===== src/rtl/layer_train_sequencer.sv =====
// -----------------------------------------------------------------------------
// layer_train_sequencer
//
// Purpose:
//   This block sequences a neural layer through training or inference.
//   For each sample it does the following, in order:
//     1. fetch the sample from a source;
//     2. issue a forward pass and wait FWD_LAT cycles;
//     3. in train mode only, assert the learn strobe for LEARN_LAT cycles;
//     4. hand a result to a sink.
//   One epoch is SAMPLES samples. A run repeats the epoch num_epochs times,
//   and num_epochs = 0 counts as 1.
//
// Optional feature:
//   Define LAYER_SEQ_CYCLE_CNT_EN to add the 32-bit run_cycles output. It
//   clears at start, counts every busy cycle, saturates at all-ones and holds
//   after the run ends.
//
// Ports:
//   clock        : the single clock; all state changes on its rising edge
//   reset        : synchronous, active-high reset
//   start        : begins a run; sampled only in IDLE
//   train_mode   : 1 = forward + learn per sample, 0 = inference; captured at start
//   num_epochs   : epochs to run; captured at start
//   smp_valid    : sample source valid
//   smp_ready    : sample source ready (high only in FETCH)
//   layer_valid  : layer valid strobe
//   layer_learn  : layer learn strobe
//   res_valid    : result sink valid
//   res_ready    : result sink ready
//   busy         : high in every state except IDLE
//   done         : one-cycle pulse when a run completes
//   sample_idx   : index of the current sample within the epoch
//   epoch_idx    : index of the current epoch
//   run_cycles   : busy-cycle count (only with LAYER_SEQ_CYCLE_CNT_EN)
//
// All outputs come straight from flops. Each output flop loads a value
// decoded from the next state, so the outputs line up with the state
// register and never depend on an input within the same cycle.
// -----------------------------------------------------------------------------
module layer_train_sequencer #(
    parameter int FWD_LAT   = 2,
    parameter int LEARN_LAT = 1,
    parameter int SAMPLES   = 16,
    parameter int EPOCH_W   = 8
) (
    input  logic               clock,
    input  logic               reset,
    input  logic               start,
    input  logic               train_mode,
    input  logic [EPOCH_W-1:0] num_epochs,
    input  logic               smp_valid,
    output logic               smp_ready,
    output logic               layer_valid,
    output logic               layer_learn,
    output logic               res_valid,
    input  logic               res_ready,
    output logic               busy,
    output logic               done,
    output logic [15:0]        sample_idx,
    output logic [EPOCH_W-1:0] epoch_idx
`ifdef LAYER_SEQ_CYCLE_CNT_EN
    ,
    output logic [31:0]        run_cycles
`endif
);

    typedef enum logic [2:0] {
        S_IDLE,
        S_FETCH,
        S_FWD,
        S_LEARN,
        S_EMIT,
        S_DONE
    } state_t;

    localparam logic [3:0]  FWD_LAST    = 4'(FWD_LAT - 1);
    localparam logic [3:0]  LEARN_LAST  = 4'(LEARN_LAT - 1);
    localparam logic [15:0] SAMPLE_LAST = 16'(SAMPLES - 1);

    state_t             state_reg, state_next;
    logic [3:0]         cnt_reg, cnt_next;
    logic [15:0]        sample_reg, sample_next;
    logic [EPOCH_W-1:0] epoch_reg, epoch_next;
    logic [EPOCH_W-1:0] epochs_reg, epochs_next;
    logic               mode_reg, mode_next;
    logic [EPOCH_W-1:0] epoch_last;

    logic smp_ready_reg, layer_valid_reg, layer_learn_reg, res_valid_reg;
    logic busy_reg, done_reg;
    logic smp_ready_next, layer_valid_next, layer_learn_next, res_valid_next;
    logic busy_next, done_next;

    // A captured epoch count of 0 behaves like 1, so the last epoch index is 0.
    assign epoch_last = (epochs_reg == '0) ? '0 : epochs_reg - EPOCH_W'(1);

    // -------------------------------------------------------------------------
    // Next-state logic
    // -------------------------------------------------------------------------
    always_comb begin
        state_next  = state_reg;
        cnt_next    = cnt_reg;
        sample_next = sample_reg;
        epoch_next  = epoch_reg;
        epochs_next = epochs_reg;
        mode_next   = mode_reg;

        case (state_reg)
            S_IDLE: begin
                if (start) begin
                    mode_next   = train_mode;
                    epochs_next = num_epochs;
                    sample_next = '0;
                    epoch_next  = '0;
                    state_next  = S_FETCH;
                end
            end
            S_FETCH: begin
                if (smp_valid && smp_ready_reg) begin
                    cnt_next   = '0;
                    state_next = S_FWD;
                end
            end
            S_FWD: begin
                if (cnt_reg == FWD_LAST) begin
                    cnt_next   = '0;
                    state_next = mode_reg ? S_LEARN : S_EMIT;
                end else begin
                    cnt_next = cnt_reg + 4'd1;
                end
            end
            S_LEARN: begin
                if (cnt_reg == LEARN_LAST) begin
                    cnt_next   = '0;
                    state_next = S_EMIT;
                end else begin
                    cnt_next = cnt_reg + 4'd1;
                end
            end
            S_EMIT: begin
                // res_valid_reg is high throughout EMIT, so res_ready alone
                // marks the transfer cycle.
                if (res_ready) begin
                    if (sample_reg != SAMPLE_LAST) begin
                        sample_next = sample_reg + 16'd1;
                        state_next  = S_FETCH;
                    end else begin
                        sample_next = '0;
                        if (epoch_reg == epoch_last) begin
                            state_next = S_DONE;
                        end else begin
                            epoch_next = epoch_reg + EPOCH_W'(1);
                            state_next = S_FETCH;
                        end
                    end
                end
            end
            S_DONE: begin
                state_next = S_IDLE;
            end
            default: begin
                state_next = S_IDLE;
            end
        endcase

        // Moore outputs decoded from the state about to be entered.
        // In FWD, layer_valid is high only on the entry cycle
        // (the counter is zero only there).
        smp_ready_next   = (state_next == S_FETCH);
        layer_valid_next = ((state_next == S_FWD) && (cnt_next == '0)) ||
                           (state_next == S_LEARN);
        layer_learn_next = (state_next == S_LEARN);
        res_valid_next   = (state_next == S_EMIT);
        busy_next        = (state_next != S_IDLE);
        done_next        = (state_next == S_DONE);
    end

    // -------------------------------------------------------------------------
    // State and output registers
    // -------------------------------------------------------------------------
    always_ff @(posedge clock) begin
        if (reset) begin
            state_reg       <= S_IDLE;
            cnt_reg         <= '0;
            sample_reg      <= '0;
            epoch_reg       <= '0;
            epochs_reg      <= '0;
            mode_reg        <= 1'b0;
            smp_ready_reg   <= 1'b0;
            layer_valid_reg <= 1'b0;
            layer_learn_reg <= 1'b0;
            res_valid_reg   <= 1'b0;
            busy_reg        <= 1'b0;
            done_reg        <= 1'b0;
        end else begin
            state_reg       <= state_next;
            cnt_reg         <= cnt_next;
            sample_reg      <= sample_next;
            epoch_reg       <= epoch_next;
            epochs_reg      <= epochs_next;
            mode_reg        <= mode_next;
            smp_ready_reg   <= smp_ready_next;
            layer_valid_reg <= layer_valid_next;
            layer_learn_reg <= layer_learn_next;
            res_valid_reg   <= res_valid_next;
            busy_reg        <= busy_next;
            done_reg        <= done_next;
        end
    end

    assign smp_ready   = smp_ready_reg;
    assign layer_valid = layer_valid_reg;
    assign layer_learn = layer_learn_reg;
    assign res_valid   = res_valid_reg;
    assign busy        = busy_reg;
    assign done        = done_reg;
    assign sample_idx  = sample_reg;
    assign epoch_idx   = epoch_reg;

`ifdef LAYER_SEQ_CYCLE_CNT_EN
    logic [31:0] run_cycles_reg;

    // Counts the cycles in which busy is high. The count holds once the
    // sequencer returns to IDLE, and it saturates instead of wrapping.
    always_ff @(posedge clock) begin
        if (reset) begin
            run_cycles_reg <= '0;
        end else if ((state_reg == S_IDLE) && start) begin
            run_cycles_reg <= '0;
        end else if (busy_reg && (run_cycles_reg != '1)) begin
            run_cycles_reg <= run_cycles_reg + 32'd1;
        end
    end

    assign run_cycles = run_cycles_reg;
`endif

endmodule


===== config.mk =====
export PLATFORM = sky130hd
export DESIGN_NAME = layer_train_sequencer
export DESIGN_NICKNAME = d
export VERILOG_FILES = /design/src/rtl/layer_train_sequencer.sv
export SDC_FILE = /design/constraint.sdc
export NUM_CORES = 1
export LEC_CHECK = 0
export CAP_MARGIN = 25
export CELL_PAD_IN_SITES_DETAIL_PLACEMENT = 0
export CELL_PAD_IN_SITES_GLOBAL_PLACEMENT = 1
export CORE_MARGIN = 5
export CORE_UTILIZATION = 39
export CTS_BUF_LIST = sky130_fd_sc_hd__clkbuf_8 sky130_fd_sc_hd__clkbuf_16
export DETAILED_ROUTE_END_ITERATION = 10
export GPL_ROUTABILITY_DRIVEN = 0
export HOLD_SLACK_MARGIN = 0.1
export PLACE_DENSITY = 0.79
export SYNTH_ARGS = -nofsm -noshare
export SYNTH_HDL_FRONTEND = slang
export SYNTH_SLANG_ARGS = --single-unit

===== constraint.sdc =====
create_clock -name clock -period 3.2 [get_ports clock]
set_input_delay 0.8 -clock clock [delete_from_list [all_inputs] [get_ports clock]]
set_output_delay 0.8 -clock clock [all_outputs]
set_load 0.005 [all_outputs]

==> flow_summary_export.csv, run 1 <==
group,metric,value,unit
cts,post_cts_buffers,0,
worst_setup_path,rr_startpoint,"epochs_reg[0]$_SDFFE_PP0P_",
worst_setup_path,cpLargestDelayFamily,"simple AND/OR/NAND/NOR gates",
yosys,yosysUniqueCellTypes,56,
worst_setup_path,crit_slowest_cell,"or4b_4",
timing,slew-limit-headroom,0.629,
yosys,synth_top_cell_area_share,0.365,
timing,worstMarginPinSlew,0.556,ns
status,status,"finished clean",
layout,multiInputGateArea,0.00152,sq mm
worst_setup_path,path_buf_inv,2,
yosys,ys.flop_type,"dfxtp_1",
layout,largest_reg_flops,16,
route,drcViolationCount,0,
layout,antenna_cells,0,
global_routing,antenna_found_initial,0,
worst_hold_path,whs_endpoint,"mode_reg$_SDFFE_PP0P_",
cts,clock_latency,0.30,ns
worst_setup_path,crit_type,"reg2reg",
worst_setup_path,reg2reg_slack,0.43,ns
cts,cts-resized-gates,0,
floorplan,core_area,0.00631,sq mm
yosys,synth_nets,332,
timing,final_hold_viol_count,0,
layout,post-route-cell-area,0.00312,sq mm
worst_hold_path,hold_class,"reg2reg",
timing,finalCriticalPeriod,2.77,ns
timing,rsz0062_at_grt,"false",
yosys,synth_edf_count,0,
timing,final-max-slew-violation-count,0,
yosys,synth_seq_cells,46,
floorplan,start_util,0.400,
power,p_leak,1.10,nW
global_routing,grt_max_degree,22,
floorplan,pin_count,44,
layout,fillCellCount,646,
timing,finalSetupViolations,0,
place,place_area,0.00303,sq mm
timing,max_clock_freq,361,MHz
layout,final_core_util,0.493,
yosys,ys_async_sr_fraction,0,
power,p_per_area,373,mW/mm^2
yosys,synth-warning-count,0,
yosys,ys_seq_area_frac,0.365,
worst_setup_path,crit_fanout,16,
worst_setup_path,r2r_end,"epoch_idx[7]$_SDFFE_PP0P_",
worst_setup_path,required,3.43,ns
worst_setup_path,worstSetupStartpointType,"register",
yosys,yosys-top-cells-area,"dfxtp_1 36%, a21oi_1 6.1%, nand2_1 5.8%, nor2_1 5.3%, nand3_1 3.2%",
route,viasPerCell,5.40,
worst_setup_path,endpoint_kind,"register",
cts,cts_tree,"done",
worst_setup_path,reg2reg_depth,10,
cts,cts_buffers,5,
global_routing,grt_pass1_vias,2131,
floorplan,die_h,90.5,um
yosys,syn_inst,312,
timing,tns,0,ns
yosys,netlist_area,0.00253,sq mm
global_routing,grt_pass1_wl,10.1,mm
route,drt-initial-drc-count,92,
cts,cts_sinks,46,
place,dp_slack,0.292,ns
timing,fin_crit_sh,0.865,
worst_setup_path,critPathArrivalTime,3.00,ns
route,ant_nets,0,
flow_run,drv_cap,0,
cts,cts_max_path_buffers,2,
worst_setup_path,path_cells,"inv_1 > ha_1 > or4b_4 > o21ai_2 > a311oi_1 > o2111ai_2 > a2111oi_4 > buf_4 > or4_1 > a21oi_1",
route,routedWlPerCell,13.8,um
global_routing,grt-ovfl-total,0,
floorplan,die-area,0.00819,sq mm
power,ir_worst_vdd,0.294,mV
route,wl,5.96,mm
route,vias,2339,
layout,areaGrowthSynthToFinish,23.3,%
route,drt-pass1-iter-count,4,
floorplan,rows,29,
layout,drive_gt1_frac,0.0702,
timing,setup_ws,0.431,ns
global_routing,grt_use_total,0.146,
cts,path_clk_slew,0.09,ns
worst_hold_path,min-delay-start,"mode_reg$_SDFFE_PP0P_",
layout,final_cell_mix,"46 x dfxtp_1, 43 x clkdlybuf4s50_1, 39 x nand2_1",
cts,htreeDepth,2,
layout,seqCellArea,921,sq um
worst_hold_path,hold_depth,2,
place,hpwl,4.42,mm
cts,holdBufCountCts,0,
yosys,synth_top_area_cell,"dfxtp_1",
layout,fin_nets,375,
place,io_buffers,43,
timing,skew,0.00970,ns
cts,cts_root_buf,"clkbuf_8",
layout,final_common_cell,"dfxtp_1",
yosys,synth.avg_cell_area,8.10,sq um
floorplan,dieWidth,90.5,um
worst_setup_path,critPathMaxStageDelay,0.51,ns
## routing by layer
| metal | routed length [um] | track usage | vias to the layer above | part of all wire |
|---|---|---|---|---|
| li1 | - | - | 1215 | - |
| met2 | 2770 | 0.234 | 36 | 0.47 |
| met5 | 0 | 0 | - | 0 |
| met4 | 55 | 0.0521 | 0 | 0.0092 |
| met3 | 196 | 0.0342 | 4 | 0.033 |
| met1 | 2940 | 0.192 | 1084 | 0.49 |
## worst register-to-register path, stage by stage, from the launching register on
cell       delay [ns]
dfxtp_1          0.38
inv_1            0.08
ha_1             0.29
or4b_4           0.51
o21ai_2          0.14
a311oi_1         0.12
o2111ai_2        0.26
a2111oi_4        0.07
buf_4            0.21
or4_1            0.50
a21oi_1          0.15
## metrics by stage
| stage | hold slack, ns | cells | total power, W |
|---|---|---|---|
| finish | 0.482 | 433 | 0.00116 |
| global route | 0.531 | 433 | 0.00123 |
| CTS | 0.481 | 433 | 0.00118 |
| detailed placement | 0.467 | 425 | 0.000822 |
| global placement | 0.470 | 425 | 0.000820 |
| floorplan | 0.449 | 312 | 0.000762 |
## area by class of cell
class | count | area share
clock inverters | 3 | 0.00562
repair buffers | 47 | 0.148
well taps | 77 | 0.0309
inverters | 9 | 0.0108
clock buffers | 5 | 0.0221
flip-flops and latches | 46 | 0.296
multi-input cells | 246 | 0.487
## worst max path at each step
stage                               startpoint                     endpoint  slack (ns)  cells after the start
finish              epochs_reg[0]$_SDFFE_PP0P_    epoch_idx[7]$_SDFFE_PP0P_        0.43                     10
global route        epochs_reg[0]$_SDFFE_PP0P_         res_valid$_SDFF_PP0_        0.22                      9
CTS                 epochs_reg[0]$_SDFFE_PP0P_    epoch_idx[7]$_SDFFE_PP0P_        0.45                     10
detailed placement                       start  sample_idx[15]$_SDFFE_PP0P_        0.29                      7
global placement                         start  sample_idx[13]$_SDFFE_PP0P_        0.36                      8
floorplan           epochs_reg[0]$_SDFFE_PP0P_    epoch_idx[4]$_SDFFE_PP0P_        0.71                     10
## report_power, final
group	leakage, nW	internal [W]	total [W]	switching (W)
clock	0.0493	0.000151	0.000353	0.000201
combinational	0.674	0.0000898	0.000196	0.000106
sequential	0.373	0.000587	0.000612	0.0000252
total	1.10	0.000828	0.00116	0.000333
## synthesized netlist by cell type, types with 4 or more instances
master,number
inv_1,9
nand4_1,7
clkbuf_1,6
dfxtp_1,46
o21ai_1,4
a21oi_1,31
buf_2,4
nand2_1,39
or3_1,8
nand3_1,16
xor2_1,8
nor3_1,4
xnor2_1,8
ha_1,6
nor2_1,36
o21ai_0,5
nand2b_1,5
or4_1,8
## cells by family after synthesis
kind of cell    synth area share
buf+inv                   0.0347
simple gates               0.322
compound gates             0.181
fa+ha+maj                 0.0297
xor+xnor                  0.0555
flops                      0.365
mux                       0.0124
(Power assumes the default switching activity.)
==> inputs of run 2 (changes only) <==
Settings changed: CELL_PAD_IN_SITES_DETAIL_PLACEMENT 0 to unset, CELL_PAD_IN_SITES_GLOBAL_PLACEMENT 1 to unset, CORE_UTILIZATION 39 to 53.
==> flow_summary_export.csv, run 2 (synthesized netlist as in run 1, its figures left out) <==
group,metric,value,unit
status,status,"finished clean",
layout,largest_reg_flops,16,
global_routing,grt_pass1_wl,9.97,mm
power,p_leak,1.11,nW
cts,cts_max_path_buffers,2,
worst_setup_path,crit_slowest_cell,"or4b_4",
worst_setup_path,critPathMaxStageDelay,0.51,ns
layout,areaGrowthSynthToFinish,23.1,%
route,drcViolationCount,0,
floorplan,pin_count,44,
worst_setup_path,required,3.40,ns
global_routing,grt_max_degree,22,
route,wl_met3,234,um
route,drt-pass1-iter-count,4,
route,drt-initial-drc-count,113,
power,ir_worst_vdd,0.301,mV
layout,fin_nets,375,
route,vias,2371,
cts,path_clk_slew,0.08,ns
floorplan,rows,25,
cts,cts_buffers,5,
floorplan,die_h,79.0,um
timing,tns,0,ns
layout,fillCellCount,392,
worst_setup_path,worstSetupStartpointType,"register",
global_routing,grt-ovfl-total,0,
cts,htreeDepth,2,
global_routing,grt_pass1_vias,2217,
route,met2WireLength,2.69,mm
timing,final-max-slew-violation-count,0,
timing,finalSetupViolations,0,
worst_setup_path,path_buf_inv,2,
place,io_buffers,43,
cts,cts-resized-gates,0,
cts,cts_root_buf,"clkbuf_8",
worst_setup_path,endpoint_kind,"register",
cts,holdBufCountCts,0,
place,hpwl,4.31,mm
layout,antenna_cells,0,
timing,slew-limit-headroom,0.634,
route,top_layer,"met4",
floorplan,core_area,0.00466,sq mm
worst_setup_path,cpLargestDelayFamily,"compound AO/OA/AOI/OAI gates",
route,routedWlPerCell,14.0,um
worst_setup_path,crit_fanout,17,
layout,seqCellArea,921,sq um
power,p_per_area,396,mW/mm^2
cts,cts_sinks,46,
timing,skew,0.00942,ns
route,viasPerCell,5.78,
timing,final_hold_viol_count,0,
global_routing,grt_use_total,0.197,
worst_hold_path,hold_class,"reg2reg",
worst_setup_path,rr_startpoint,"epochs_reg[0]$_SDFFE_PP0P_",
floorplan,die-area,0.00625,sq mm
cts,post_cts_buffers,0,
worst_setup_path,critPathArrivalTime,3.00,ns
layout,drive_gt1_frac,0.0730,
layout,final_cell_mix,"46 x dfxtp_1, 43 x clkdlybuf4s50_1, 39 x nand2_1",
floorplan,start_util,0.542,
timing,finalCriticalPeriod,2.79,ns
timing,timing.hold.ws,0.483,ns
cts,clock_latency,0.30,ns
timing,max_clock_freq,358,MHz
flow_run,drv_cap,0,
timing,worstMarginPinSlew,0.535,ns
global_routing,antenna_found_initial,0,
timing,fin_crit_sh,0.872,
floorplan,dieWidth,79.0,um
layout,multiInputGateArea,0.00152,sq mm
route,wl,5.76,mm
worst_setup_path,critPathLaunch,"epochs_reg[0]$_SDFFE_PP0P_",
worst_setup_path,path_cells,"inv_1 > ha_1 > or4b_4 > o21ai_2 > a311oi_1 > o2111ai_2 > a2111oi_4 > buf_4 > a211oi_2 > nor4b_1",
route,ant_nets,0,
cts,cts_tree,"done",
worst_hold_path,min-delay-start,"mode_reg$_SDFFE_PP0P_",
layout,final_common_cell,"dfxtp_1",
worst_setup_path,crit_type,"reg2reg",
route,wl_met1,2.79,mm
timing,rsz0062_at_grt,"false",
[run 2: cell count changes in the layout (fill, tap and decap cells not counted), sizes merged]
| cell | before | now |
|---|---|---|
| bufinv | 0 | 1 |
| inv | 10 | 9 |
[run 2: path summary, 6_finish.rpt]
kind | cells past startpoint | slack (ns) | end
worst max-delay path | 10 | 0.41 | smp_ready$_SDFF_PP0_
worst min-delay path | 2 | 0.48 | mode_reg$_SDFFE_PP0P_
worst max register to register | 10 | 0.41 | smp_ready$_SDFF_PP0_
worst min register to register | 2 | 0.48 | mode_reg$_SDFFE_PP0P_
[run 2: final cells by class]
cell class | count | share of cell area
clock inverter | 3 | 0.0129
multi-input combinational | 246 | 0.488
clock buffer | 5 | 0.0221
tap | 54 | 0.0217
inverter | 9 | 0.0109
sequential | 46 | 0.296
timing repair buffer | 47 | 0.148
[run 2: where the power goes]
group | internal, W | leakage [nW] | switching (W)
Sequential | 0.000587 | 0.373 | 0.0000249
Combinational | 0.0000899 | 0.674 | 0.000104
Clock | 0.000230 | 0.0579 | 0.000196
[run 2: layer usage]
| metal | GRT usage | up-vias |
|---|---|---|
| li1 | - | 1225 |
| met1 | 0.257 | 1091 |
| met2 | 0.327 | 50 |
| met3 | 0.0420 | 5 |
| met4 | 0.0567 | 0 |
| met5 | 0 | - |
[run 2: tightest hold or removal path: stages, from the launching register on]
cell,delay [ns]
dfxtp_1,0.33
nand2_1,0.06
a21oi_1,0.05
[run 2: per-stage QoR]
stage,instances,utilization,power (W),instance area [sq um],setup WS [ns]
final,410,0.667,0.00123,3110,0.408
after global placement,402,0.644,0.000815,3000,0.427
after global routing,410,0.667,0.00129,3110,0.161
after detailed placement,402,0.644,0.000819,3000,0.358
after floorplan,312,-,0.000762,2530,0.713
after CTS,410,0.667,0.00124,3110,0.420
